**src/rtl/mul3_pkg.sv**
```systemverilog
// Shared definitions for the multiply-by-3 recombiner and its companion divider.
// State encodings and the fixed remainder width live here so both sides agree.
package mul3_pkg;

    typedef enum logic [1:0] {
        IDLE = 2'd0,
        RUN  = 2'd1,
        DONE = 2'd2
    } state_t;

    localparam int MUL3_CONST     = 3;
    localparam int DIVIDEND_WIDTH = 2;

    // True when a (W+2)-bit result does not fit back into W bits.
    function automatic logic upper_nonzero(input logic [1:0] top_bits);
        return |top_bits;
    endfunction

endpackage

```
**src/rtl/mul3_step.sv**
```systemverilog
// One bit-serial step of 3*q + r: shift the accumulator, add 3 for a set quotient bit,
// and fold in the remainder on the final step.
module mul3_step
    import mul3_pkg::*;
#(
    parameter int W = 8
) (
    input  logic [W+1:0]                acc,
    input  logic                        q_bit,
    input  logic                        add_r,
    input  logic [DIVIDEND_WIDTH-1:0]   r,
    output logic [W+1:0]                acc_next
);

    always_comb begin
        acc_next = acc << 1;
        if (q_bit) begin
            acc_next = acc_next + (W+2)'(MUL3_CONST);
        end
        if (add_r) begin
            acc_next = acc_next + (W+2)'(r);
        end
    end

endmodule

```
**src/rtl/mul3_recombiner.sv**
```systemverilog
// Rebuilds a linear index from (quotient, remainder) as 3*quotient + remainder,
// consuming one quotient bit per cycle, MSB first, with valid/ready on both sides.
module mul3_recombiner #(
    parameter int DIVISOR_WIDTH  = 8,
    parameter int DIVIDEND_WIDTH = 2
) (
    input  logic                                   clk,
    input  logic                                   rst_n,
    input  logic                                   in_valid,
    output logic                                   in_ready,
    input  logic [DIVISOR_WIDTH-1:0]               quotient,
    input  logic [DIVIDEND_WIDTH-1:0]              remainders,
    output logic                                   out_valid,
    input  logic                                   out_ready,
    output logic [DIVISOR_WIDTH+DIVIDEND_WIDTH-1:0] value,
    output logic                                   overflow,
    output logic                                   rem_err,
    output logic                                   busy
);
    import mul3_pkg::*;

    localparam int W  = DIVISOR_WIDTH;
    localparam int CW = (W > 1) ? $clog2(W) : 1;

    state_t                    state;
    logic [W-1:0]              q_sh;
    logic [DIVIDEND_WIDTH-1:0] r_reg;
    logic [W+1:0]              acc;
    logic [W+1:0]              acc_next;
    logic [CW-1:0]             cnt;
    logic                      last_step;

    assign last_step = (cnt == '0);

    mul3_step #(.W(W)) u_step (
        .acc      (acc),
        .q_bit    (q_sh[W-1]),
        .add_r    (last_step),
        .r        (r_reg),
        .acc_next (acc_next)
    );

    assign in_ready  = (state == IDLE);
    assign out_valid = (state == DONE);
    assign busy      = (state == RUN) || (state == DONE);

    always_ff @(posedge clk or negedge rst_n) begin
        if (!rst_n) begin
            state    <= IDLE;
            q_sh     <= '0;
            r_reg    <= '0;
            acc      <= '0;
            cnt      <= '0;
            value    <= '0;
            overflow <= 1'b0;
            rem_err  <= 1'b0;
        end else begin
            case (state)
                IDLE: begin
                    if (in_valid) begin
                        q_sh    <= quotient;
                        r_reg   <= remainders;
                        acc     <= '0;
                        cnt     <= CW'(W - 1);
                        rem_err <= (remainders == DIVIDEND_WIDTH'(3));
                        state   <= RUN;
                    end
                end
                RUN: begin
                    acc  <= acc_next;
                    q_sh <= q_sh << 1;
                    if (last_step) begin
                        value    <= acc_next;
                        overflow <= upper_nonzero(acc_next[W+1:W]);
                        state    <= DONE;
                    end else begin
                        cnt <= cnt - 1'b1;
                    end
                end
                DONE: begin
                    // Result registers hold until the consumer takes them.
                    if (out_ready) begin
                        state <= IDLE;
                    end
                end
                default: state <= IDLE;
            endcase
        end
    end

endmodule

```
**config.mk**
```make
export PLATFORM = sky130hd
export DESIGN_NAME = mul3_recombiner
export DESIGN_NICKNAME = d
export VERILOG_FILES = /design/src/rtl/mul3_pkg.sv /design/src/rtl/mul3_step.sv /design/src/rtl/mul3_recombiner.sv
export SDC_FILE = /design/constraint.sdc
export NUM_CORES = 1
export LEC_CHECK = 0
export BUFFER_PORTS_ARGS = -buffer_cell sky130_fd_sc_hd__buf_2
export CORE_UTILIZATION = 56
export CTS_CLUSTER_DIAMETER = 200
export CTS_CLUSTER_SIZE = 16
export DETAILED_ROUTE_END_ITERATION = 12
export PLACE_DENSITY = 0.79
export REMOVE_ABC_BUFFERS = 1
export SLEW_MARGIN = 5
export SYNTH_ARGS = -nofsm -noshare
export SYNTH_HDL_FRONTEND = slang
export SYNTH_SLANG_ARGS = --single-unit
export TNS_END_PERCENT = 100
```
**constraint.sdc**
```tcl
create_clock -name clk -period 2.5 [get_ports clk]
set_clock_uncertainty 0.15 [all_clocks]
set_input_delay 0.25 -clock clk [delete_from_list [all_inputs] [get_ports clk]]
set_output_delay 0.25 -clock clk [all_outputs]
set_load 0.02 [all_outputs]
```
Word-level counts from Yosys, hierarchy flattened
Index checks and enable logic that the tools add are counted.
Operators by class
  add/subtract/negate cells: 3
  multipliers: 0
  divide/modulo/power cells: 0
  $lt $le $gt $ge: 0
  eq/ne operators: 7
  shift operators: 0
  mux-type cells: 13
  bitwise operators: 0
  reductions and logical operators: 10
Operators with widths (number)
  $mux 10: 2
  $pmux 9 s2: 1
  $pmux 8 s2: 1
  $add 10x2->10: 1
  $add 10x2->10 const B: 1
  $mux 9: 1
  $mux 8: 1
  $mux 2: 3
  $mux 3: 2
  $ne 2x2->1 const B: 3
  $pmux 2 s3: 1
  $pmux 3 s2: 1
  $reduce_and 2->1: 3
  $reduce_and 3->1: 2
  $eq 2x2->1 const B: 2
  $logic_not 3->1: 1
  $sub 3x1->3 const B: 1
  $eq 2x1->1 const B: 1
  $logic_not 2->1: 1
  $ne 2x1->1 const B: 1
  $reduce_bool 2->1: 1
  $reduce_or 2->1: 1
  $logic_or 1x1->1: 1
Storage, ports and cells
  flip-flop bits (word level): 36
  bits in latches: 0
  RAM bits: 0
  ROM bits: 0
  bits of input ports: 14
  output and inout bits: 15
  memories: 0

Depth between registers and ports, before layout
Gate-level depths: netlist of run 1.
  depth in word-level cells: 5
  mapped depth: 9
  depth with buffers taken out: 8

Cells and area by module
Synthesis of run 1 repeated with hierarchy kept, for this count alone.
Unflattened totals
  cell total of the unflattened synthesis: 186
  area, all modules: 2107.0 um^2
Modules (own cells, without submodules)
  mul3_recombiner: times used 1, cells each 135, area an instance 1679.1 um^2, seq. area each 925.9 um^2
  mul3_step: times used 1, cells each 51, area an instance 427.9 um^2, seq. area each 0.0 um^2

Least setup slack after synthesis of run 1
No wires, ideal clock.
  kind: register -> register
  start point: register q_sh[7]
  end point: register overflow
  setup time: 131 ps
  arrival time: 1894 ps
  path slack: 325 ps
  cell stages (with the launch flop): 9
  buffers on the path: 1
  clock period less this slack: 2175 ps
  cell sequence: dfrtp_1 buf_4 xor2_1 fa_1 o2111ai_1 nor3_2 a32oi_1 xor2_1 a31oi_1
On the way
  longest elaborated chain between the ends: 4
Ends and longest elaborated chain
  start, declared: line mul3_recombiner.sv:26  | logic [W-1:0] q_sh;
  start signal, assigned: line mul3_recombiner.sv:61  | q_sh <= quotient;
  start signal, assigned: line mul3_recombiner.sv:71  | q_sh <= q_sh << 1;
  $mux 10 (*): line mul3_step.sv:17  | if (q_bit) begin
  $add 10x2->10: line mul3_step.sv:21  | acc_next = acc_next + (W+2)'(r);
  $mux 10 (*): line mul3_step.sv:20  | if (add_r) begin
  $reduce_or 2->1 (*): line mul3_pkg.sv:16  | return |top_bits;
  end signal, assigned: line mul3_recombiner.sv:74  | overflow <= upper_nonzero(acc_next[W+1:W]);
  end, declared: line mul3_recombiner.sv:16  | output logic overflow,
Mark *: on every way between the ends. The rest lies on a longest branch, timed or not.
A chain may end at the register's enable or synchronous reset.

Worst setup path after layout of run 1
  start point: register acc[0]
  end point: register overflow
On the way
  longest elaborated chain between the ends: 5
Ends and longest elaborated chain
  start, declared: line mul3_recombiner.sv:28  | logic [W+1:0] acc;
  start signal, assigned: line mul3_recombiner.sv:70  | acc <= acc_next;
  $add 10x2->10: line mul3_step.sv:18  | acc_next = acc_next + (W+2)'(MUL3_CONST);
  $mux 10 (*): line mul3_step.sv:17
  $add 10x2->10: line mul3_step.sv:21
  $mux 10 (*): line mul3_step.sv:20
  $reduce_or 2->1 (*): line mul3_pkg.sv:16
Marked as above.

==> results of run 1 <==
==> cells by family after synthesis <==
family,after synthesis,synth area share
DFF,36,0.464
buffers and inverters,13,0.0277
muxes,14,0.0774
xor gates and xnor gates,13,0.0664
adders and majority gates,9,0.0619
AOI/OAI and AO/OA,50,0.155
and+or+nand+nor,56,0.148
==> cell type report <==
| cell class | count | area [um^2] |
|---|---|---|
| fillers | 289 | 1100 |
| multi-input cells | 142 | 986 |
| flip-flops and latches | 36 | 901 |
| repair buffers | 36 | 208 |
| clock buffers | 8 | 58.8 |
| well taps | 46 | 57.6 |
| inverters | 6 | 22.5 |
==> stage by stage <==
stage               setup slack (ps)  power [mW]
floorplan                        280        1.74
global placement                 309        2.03
detailed placement               225        2.07
CTS                              219        2.40
global route                    68.5        2.58
finish                           222        2.38
==> cell usage in the layout, fill, tap and decap left out, types with 2 or more instances in the layout <==
| cell | n |
|---|---|
| inv_1 | 6 |
| o21a_1 | 2 |
| clkbuf_1 | 2 |
| mux2i_1 | 9 |
| nor2b_1 | 2 |
| dlygate4sd3_1 | 3 |
| mux2_2 | 4 |
| xor2_2 | 2 |
| o21ai_0 | 20 |
| nand3_1 | 3 |
| o2111ai_1 | 2 |
| dfrtp_1 | 36 |
| nand2b_1 | 2 |
| a21oi_1 | 4 |
| nand2_1 | 34 |
| o21ai_1 | 11 |
| nor2_1 | 7 |
| xnor2_1 | 4 |
| buf_4 | 5 |
| ha_1 | 8 |
| xor2_1 | 7 |
| clkbuf_4 | 5 |
| buf_2 | 28 |
==> worst reg2reg max path: stages (launching register included) <==
cell	delay, ps
dfrtp_1	450
xor2_1	330
fa_1	310
o2111ai_1	190
nor3_2	280
a32oi_1	100
xor2_1	250
a31oi_1	120
==> path summary, 6_finish.rpt <==
path                             start  endpoint  slack [ps]  cells past startpoint
min in group asynchronous        rst_n  value[3]         360                      2
max reg2reg                     acc[0]  overflow         220                      7
max in group asynchronous        rst_n   q_sh[0]        1360                      2
min                        quotient[2]   q_sh[2]          40                      3
max                             acc[0]  overflow         220                      7
min reg2reg                   value[3]  value[3]         330                      2
==> per-layer routing <==
layer  up-vias  GRT usage  wire length (um)
li1        735          -                 -
met1       677      0.282              1640
met2        26      0.367              1650
met3         8     0.0448               108
met4         0      0.110                71
met5         -          0                 0
==> power by group <==
part / total (mW) / switching, mW / internal (mW)
registers: 0.940 / 0.159 / 0.780
clock network: 0.324 / 0.185 / 0.139
logic: 1.11 / 0.656 / 0.456
total: 2.38 / 1.00 / 1.37
==> results.py, run 1 <==
metrics = {
    "finish": {
        "synthToLayoutAreaGrowth_pct": 15.1,
        "final_nets": 250,
        "final_area_um2": 2230,
        "instances_no_fill": 274,
        "reg.largest.list": "value: 10 flops, acc: 9 flops, q_sh: 8 flops",
        "diodes": 0,
        "drive_gt1_frac": 0.228,
        "largest_reg_flops": 10,
        "regMostFlops": "value",
        "fin_util": 0.669,
    },
    "yosys": {
        "async_flop_share": 1.00,
        "yosys-top-cells-area": "dfrtp_1, nand2_1, ha_1",
        "ys_warn_count": 0,
        "ys_top_cells_by_count": "dfrtp_1, nand2_1, o21ai_0",
        "synth_area_per_cell_um2": 10.2,
        "yosysTopAreaCellShare": 0.464,
        "synth_largest_area_cell": "dfrtp_1",
        "synth_area_um2": 1940,
        "synthCells": 191,
        "synth.most_common_cell": "dfrtp_1",
        "synth_seq_cells": 36,
        "ys.flop_type": "dfrtp_1",
        "ys_seq_area_frac": 0.464,
        "synth-edff-count": 0,
        "ys_types": 42,
    },
    "global_route": {
        "antenna_found_initial": 0,
        "grt_use_total": 0.224,
        "grt_pass1_wl_mm": 5.98,
        "grt_pass1_vias": 1364,
        "grt_max_degree": 37,
        "grt_overflow_total": 0,
    },
    "detailed_routing": {
        "drtAntennaViolNets": 0,
        "routed_wl_mm": 3.47,
        "num_vias": 1446,
        "vias_per_cell": 5.28,
        "drtPass1Iterations": 4,
        "drtIter0Drc": 63,
        "drt-wirelength-per-cell_um": 12.6,
        "drc_errors": 0,
    },
    "clock_network": {
        "clkTransAtPathRegs_ps": 100,
        "cts.sinks": 36,
        "tritoncts": "yes",
        "clock_latency_ps": 340,
        "htreeDepth": 2,
        "hold_buffers": 3,
        "post_cts_buffers": 0,
        "ctsResizeCount": 0,
        "clock_path_buffers": 2,
        "cts_buffers": 5,
        "cts_root_buf": "clkbuf_4",
    },
    "critical_path": {
        "crit_required_ps": 2580,
        "worst_ep_arrival_time_ps": 2360,
        "path_max_fanout": 5,
        "path_cells": "xor2_1 -> fa_1 -> o2111ai_1 -> nor3_2 -> a32oi_1 -> xor2_1 -> a31oi_1",
        "crit_type": "reg -> reg",
        "startpoint_type": "flop",
        "endpoint_kind": "flop",
        "cp_common_cell": "xor2_1",
        "crit_path_max_incr_delay_ps": 450,
        "cp_num_buf_inv": 0,
        "crit_family": "XOR/XNOR gates",
        "crit_slowest_cell": "dfrtp_1",
    },
    "timing": {
        "hold_viol": 0,
        "layout_min_cycle_time_ps": 2280,
        "holdWs_ps": 43.1,
        "rsz0062_at_grt": "no",
        "final.period_utilization": 0.911,
        "worstMarginPinSlew_ps": 760,
        "fmax_ghz": 0.439,
        "fin_setup_tns_ps": 0,
        "relSlewSlack": 0.493,
        "slew_viol_final": 0,
        "finalSetupViolCount": 0,
    },
    "placement": {
        "placed_cells": 263,
        "io_buffer_count": 28,
        "globalplace.congestion": 0.778,
        "hpwl_mm": 2.54,
        "placed_cell_area_um2": 2140,
    },
    "pwr": {
        "p_per_area_nw_per_um2": 1060,
        "p_leak_nw": 1.07,
        "ir_worst_vdd_mv": 0.686,
    },
    "min_path": {
        "hold_class": "in -> reg",
    },
    "floorplan": {
        "initial_utilization": 0.582,
        "die_y_um": 60.9,
        "coreArea_um2": 3340,
        "ios": 29,
        "dieWidth_um": 60.9,
        "num_rows": 21,
        "die-area_um2": 3700,
    },
    "status": {
        "status": "complete, no violations",
    },
    "job": {
        "drv_cap": 0,
    },
}
Note: power is estimated with default switching activity, not from simulation.
==> run 2: changes to the inputs <==
- CORE_UTILIZATION: 56 -> 60
- PLACE_DENSITY: 0.79 -> 0.83
- TNS_END_PERCENT: 100 -> 30
- clock period: 2.5 -> 2.8 ns (I/O delays scaled with it)
==> run 2 against run 1 <==
Worst setup slack better by 73 ps. Fmax down 9.1%. Flip-flop and latch count unchanged. Critical endpoint unchanged. Largest power group unchanged. Sequential power down 8.6%.
==> results.py, run 2 (synthesis gave the netlist of run 1 again) <==
metrics = {
    "status": {
        "status": "complete, no violations",
    },
    "finish": {
        "final_nets": 247,
        "drive_gt1_frac": 0.236,
        "synthToLayoutAreaGrowth_pct": 13.7,
        "instances_no_fill": 269,
        "final_cell_mix": "dfrtp_1, nand2_1, buf_2",
        "n_fill_cell": 252,
        "layout_commonest_cell": "dfrtp_1",
        "diodes": 0,
        "reg.largest.list": "value: 10 flops, acc: 9 flops, q_sh: 8 flops",
        "largest_reg_flops": 10,
        "regMostFlops": "value",
    },
    "timing": {
        "fmax_ghz": 0.399,
        "fin_setup_tns_ps": 0,
        "slew_viol_final": 0,
        "worstMarginPinSlew_ps": 759,
        "rsz0062_at_grt": "no",
        "hold_viol": 0,
        "finalSetupViolCount": 0,
        "final.period_utilization": 0.895,
        "relSlewSlack": 0.494,
        "layout_min_cycle_time_ps": 2500,
    },
    "pwr": {
        "ir_worst_vdd_mv": 0.696,
        "p_leak_nw": 1.06,
        "p_per_area_nw_per_um2": 957,
    },
    "critical_path": {
        "startpoint_type": "flop",
        "worstRegToRegCells": 7,
        "endpoint_kind": "flop",
        "crit_required_ps": 2870,
        "worst_ep_arrival_time_ps": 2570,
        "reg2reg_to": "overflow",
        "path_max_fanout": 9,
        "crit_type": "reg -> reg",
        "r2r_setup_slack_ps": 300,
        "reg2reg_from": "q_sh[7]",
    },
    "clock_network": {
        "ctsResizeCount": 0,
        "clock_path_buffers": 2,
        "clkTransAtPathRegs_ps": 110,
        "htreeDepth": 2,
        "tritoncts": "yes",
        "cts_buffers": 5,
        "cts.sinks": 36,
        "cts_root_buf": "clkbuf_4",
        "clock_latency_ps": 350,
    },
    "floorplan": {
        "die_y_um": 58.9,
        "ios": 29,
        "coreArea_um2": 3050,
        "num_rows": 20,
        "initial_utilization": 0.636,
        "dieWidth_um": 58.9,
        "die-area_um2": 3470,
    },
    "min_path": {
        "worstHoldEndpoint": "r_reg[0]",
        "holdPathStages": 2,
        "hold_path.startpoint": "remainders[0]",
        "hold_class": "in -> reg",
    },
    "global_route": {
        "antenna_found_initial": 0,
        "grt_overflow_total": 0,
        "grt_pass1_vias": 1469,
        "grt_pass1_wl_mm": 6.27,
        "grt_max_degree": 37,
        "grt_use_total": 0.248,
    },
    "detailed_routing": {
        "met3_length_um": 132,
        "routed-wl-met2_mm": 1.81,
        "vias_per_cell": 5.43,
        "top_layer": "met4",
        "drc_errors": 0,
        "drt-wirelength-per-cell_um": 13.4,
        "drtIter0Drc": 53,
        "drtAntennaViolNets": 0,
        "drtPass1Iterations": 4,
        "routed_wl_mm": 3.61,
        "drt-met1-wl_mm": 1.58,
        "num_vias": 1461,
    },
    "placement": {
        "io_buffer_count": 28,
        "hpwl_mm": 2.81,
        "placed_cells": 260,
        "globalplace.congestion": 0.875,
    },
    "job": {
        "drv_cap": 0,
    },
}
## run 2: cell types whose count changed in the layout (fill, tap and decap cells not counted)
cell,before,now
clkinv_2,0,2
dlygate4sd3_1,3,1
buf_4,5,4
clkbuf_1,2,0
## run 2: where the power goes
group          total (mW)  switching (mW)  internal, mW
sequential          0.859           0.162         0.696
clock               0.287           0.168         0.119
combinational       0.966           0.570         0.395
## run 2: repair_timing
action | in CTS | in global routing
hold buffers | 1 | 0
buffers inserted | 0 | 0
endpoints found under the hold margin | 36 | 0
## run 2: metrics by stage
step                      utilization  hold slack (ps)  setup WS (ps)  instance area, um^2  total power, mW
after CTS                       0.723             17.4            322                 2210             2.13
after global routing            0.723             28.7            103                 2210             2.28
final                           0.723             20.3            295                 2210             2.11
after global placement          0.699              234            526                 2130             1.78
after floorplan                     -             -166            580                 1910             1.55
after detailed placement        0.699              247            335                 2130             1.84
## run 2: worst max-delay path, stage by stage, from the launching register on
cell and delay [ps]:
dfrtp_1 600, xor2_1 330, fa_1 300, o2111ai_1 200
nor3_2 300, a32oi_1 110, xor2_1 260, a31oi_1 130
## run 2: metal layers
metal,track usage,up-vias
met5,0,-
met2,0.443,42
met4,0.112,0
li1,-,728
met1,0.281,682
met3,0.0549,9
## run 2: how the worst max path moves through the flow
stage | start | slack [ps] | depth (start not counted) | endpoint
2_1_floorplan | state[1] | 580 | 5 | cnt[2]
3_3_place_gp | q_sh[7] | 530 | 7 | overflow
3_5_place_dp | q_sh[7] | 340 | 7 | overflow
4_1_cts | q_sh[7] | 320 | 7 | overflow
5_1_grt | q_sh[7] | 100 | 7 | overflow
6_report | q_sh[7] | 300 | 7 | overflow
## run 2: cell type report
type / count / area [um^2] / area share
inverter: 6 / 22.5 / 0.0102
multi-input combinational: 142 / 986 / 0.447
timing repair buffer: 33 / 180 / 0.0817
clock inverter: 2 / 10.0 / 0.00454
sequential: 36 / 901 / 0.408
tap: 44 / 55.1 / 0.0250
clock buffer: 6 / 51.3 / 0.0233
==> run 3: changes to the inputs <==
- CORE_UTILIZATION: 60 -> 30
- PLACE_DENSITY: 0.83 -> default
==> run 3 against run 2 <==
Via count fell by 3.4%. Wire length is 5.0% higher. Worst hold slack gained 67 ps. Clock-buffer cell count increased by 2. Fmax is 5.3% higher. Critical endpoint unchanged.
==> results.py, run 3 (synthesis gave the netlist of run 1 again) <==
metrics = {
    "floorplan": {
        "coreArea_um2": 6100,
        "num_rows": 28,
        "ios": 29,
        "die-area_um2": 6790,
        "dieWidth_um": 82.4,
        "initial_utilization": 0.318,
        "die_y_um": 82.4,
    },
    "finish": {
        "diodes": 0,
        "largest_reg_flops": 10,
        "layout_commonest_cell": "dfrtp_1",
        "final_cell_mix": "dfrtp_1, nand2_1, buf_2",
        "instances_no_fill": 301,
        "seq_area_um2": 901,
        "reg.largest.list": "value: 10 flops, acc: 9 flops, q_sh: 8 flops",
        "synthToLayoutAreaGrowth_pct": 17.5,
        "regMostFlops": "value",
        "final_nets": 248,
        "multiInputGateArea_um2": 986,
        "drive_gt1_frac": 0.230,
        "n_fill_cell": 648,
    },
    "critical_path": {
        "r2r_setup_slack_ps": 420,
        "path_max_fanout": 9,
        "worst_ep_arrival_time_ps": 2390,
        "endpoint": "overflow",
        "crit_required_ps": 2810,
        "crit_type": "reg -> reg",
        "startpoint_type": "flop",
        "worstRegToRegCells": 7,
        "reg2reg_from": "q_sh[7]",
        "endpoint_kind": "flop",
        "reg2reg_to": "overflow",
        "crit_path_start": "q_sh[7]",
    },
    "timing": {
        "fmax_ghz": 0.420,
        "fin_setup_tns_ps": 0,
        "final.period_utilization": 0.849,
        "finalSetupViolCount": 0,
        "relSlewSlack": 0.464,
        "layout_min_cycle_time_ps": 2380,
        "slew_viol_final": 0,
        "hold_viol": 0,
        "rsz0062_at_grt": "no",
        "worstMarginPinSlew_ps": 804,
    },
    "clock_network": {
        "clock_latency_ps": 280,
        "cts.sinks": 36,
        "ctsResizeCount": 0,
        "clock_path_buffers": 2,
        "cts_buffers": 5,
        "post_cts_buffers": 0,
        "htreeDepth": 2,
        "cts_root_buf": "clkbuf_8",
        "tritoncts": "yes",
        "hold_buffers": 1,
        "clkTransAtPathRegs_ps": 70,
    },
    "global_route": {
        "grt_pass1_vias": 1410,
        "grt_overflow_total": 0,
        "antenna_found_initial": 0,
        "grt_use_total": 0.133,
        "grt_pass1_wl_mm": 6.67,
        "grt_max_degree": 37,
    },
    "placement": {
        "hpwl_mm": 2.83,
        "io_buffer_count": 28,
        "placed_cells": 292,
        "globalplace.congestion": 0.821,
    },
    "detailed_routing": {
        "drt-met1-wl_mm": 2.00,
        "top_layer": "met4",
        "vias_per_cell": 4.69,
        "routed_wl_mm": 3.79,
        "drc_errors": 0,
        "drtPass1Iterations": 4,
        "drtIter0Drc": 39,
        "drt-wirelength-per-cell_um": 12.6,
        "met3_length_um": 160,
        "drtAntennaViolNets": 0,
        "num_vias": 1411,
        "routed-wl-met2_mm": 1.60,
    },
    "pwr": {
        "combPwrFrac": 0.443,
        "ir_worst_vdd_mv": 0.347,
        "p_sw_frac": 0.411,
        "p_leak_nw": 1.07,
        "seqPwrFrac": 0.388,
        "p_per_area_nw_per_um2": 972,
        "switching_power_mw": 0.912,
        "power_mw": 2.22,
        "p_int_mw": 1.30,
        "p_clk_frac": 0.169,
    },
    "min_path": {
        "hold_class": "in -> reg",
    },
    "job": {
        "drv_cap": 0,
    },
    "status": {
        "status": "complete, no violations",
    },
}
==> run 3: area by class of cell <==
class,instances,area share
Timing Repair Buffer,34,0.0823
Tap cell,75,0.0411
Multi-Input combinational cell,142,0.432
Clock buffer,8,0.0395
Sequential cell,36,0.395
Inverter,6,0.00987
==> run 3: power groups by stage <==
stage               Clock [mW]  Combinational, mW  Sequential [mW]
floorplan                    0              0.663            0.887
global placement             0              0.982            0.862
detailed placement           0              0.993            0.870
CTS                      0.385              0.992            0.863
global route             0.408               1.12            0.892
finish                   0.375              0.982            0.860
==> run 3: stage by stage <==
step	worst slack [ps]	util	hold WS (ps)	instance area, um^2
after floorplan	580	-	-166	1910
after CTS	383	0.374	86.8	2280
after global placement	471	0.358	268	2180
final	422	0.374	87.5	2280
after global routing	245	0.374	94.0	2280
after detailed placement	398	0.358	266	2180
==> run 3: layer usage <==
metal / track usage / up-vias
met4: 0.0579 / 0
li1: - / 724
met2: 0.199 / 22
met1: 0.179 / 663
met5: 0 / -
met3: 0.0352 / 2
==> run 3: worst min-delay path by stage <==
stage | startpoint | endpoint | slack (ps) | cells past startpoint
finish | remainders[1] | rem_err | 90 | 3
floorplan | rst_n | acc[0] | -170 | 0
global route | remainders[1] | rem_err | 90 | 3
global placement | rst_n | q_sh[2] | 270 | 1
CTS | remainders[1] | rem_err | 90 | 3
detailed placement | rst_n | q_sh[2] | 270 | 1
==> run 3: critical path: stages (launching register included) <==
cell       delay (ps)
dfrtp_1           580
xor2_1            190
fa_1              480
o2111ai_1         160
nor3_2            110
a32oi_1           210
xor2_1            270
a31oi_1           120
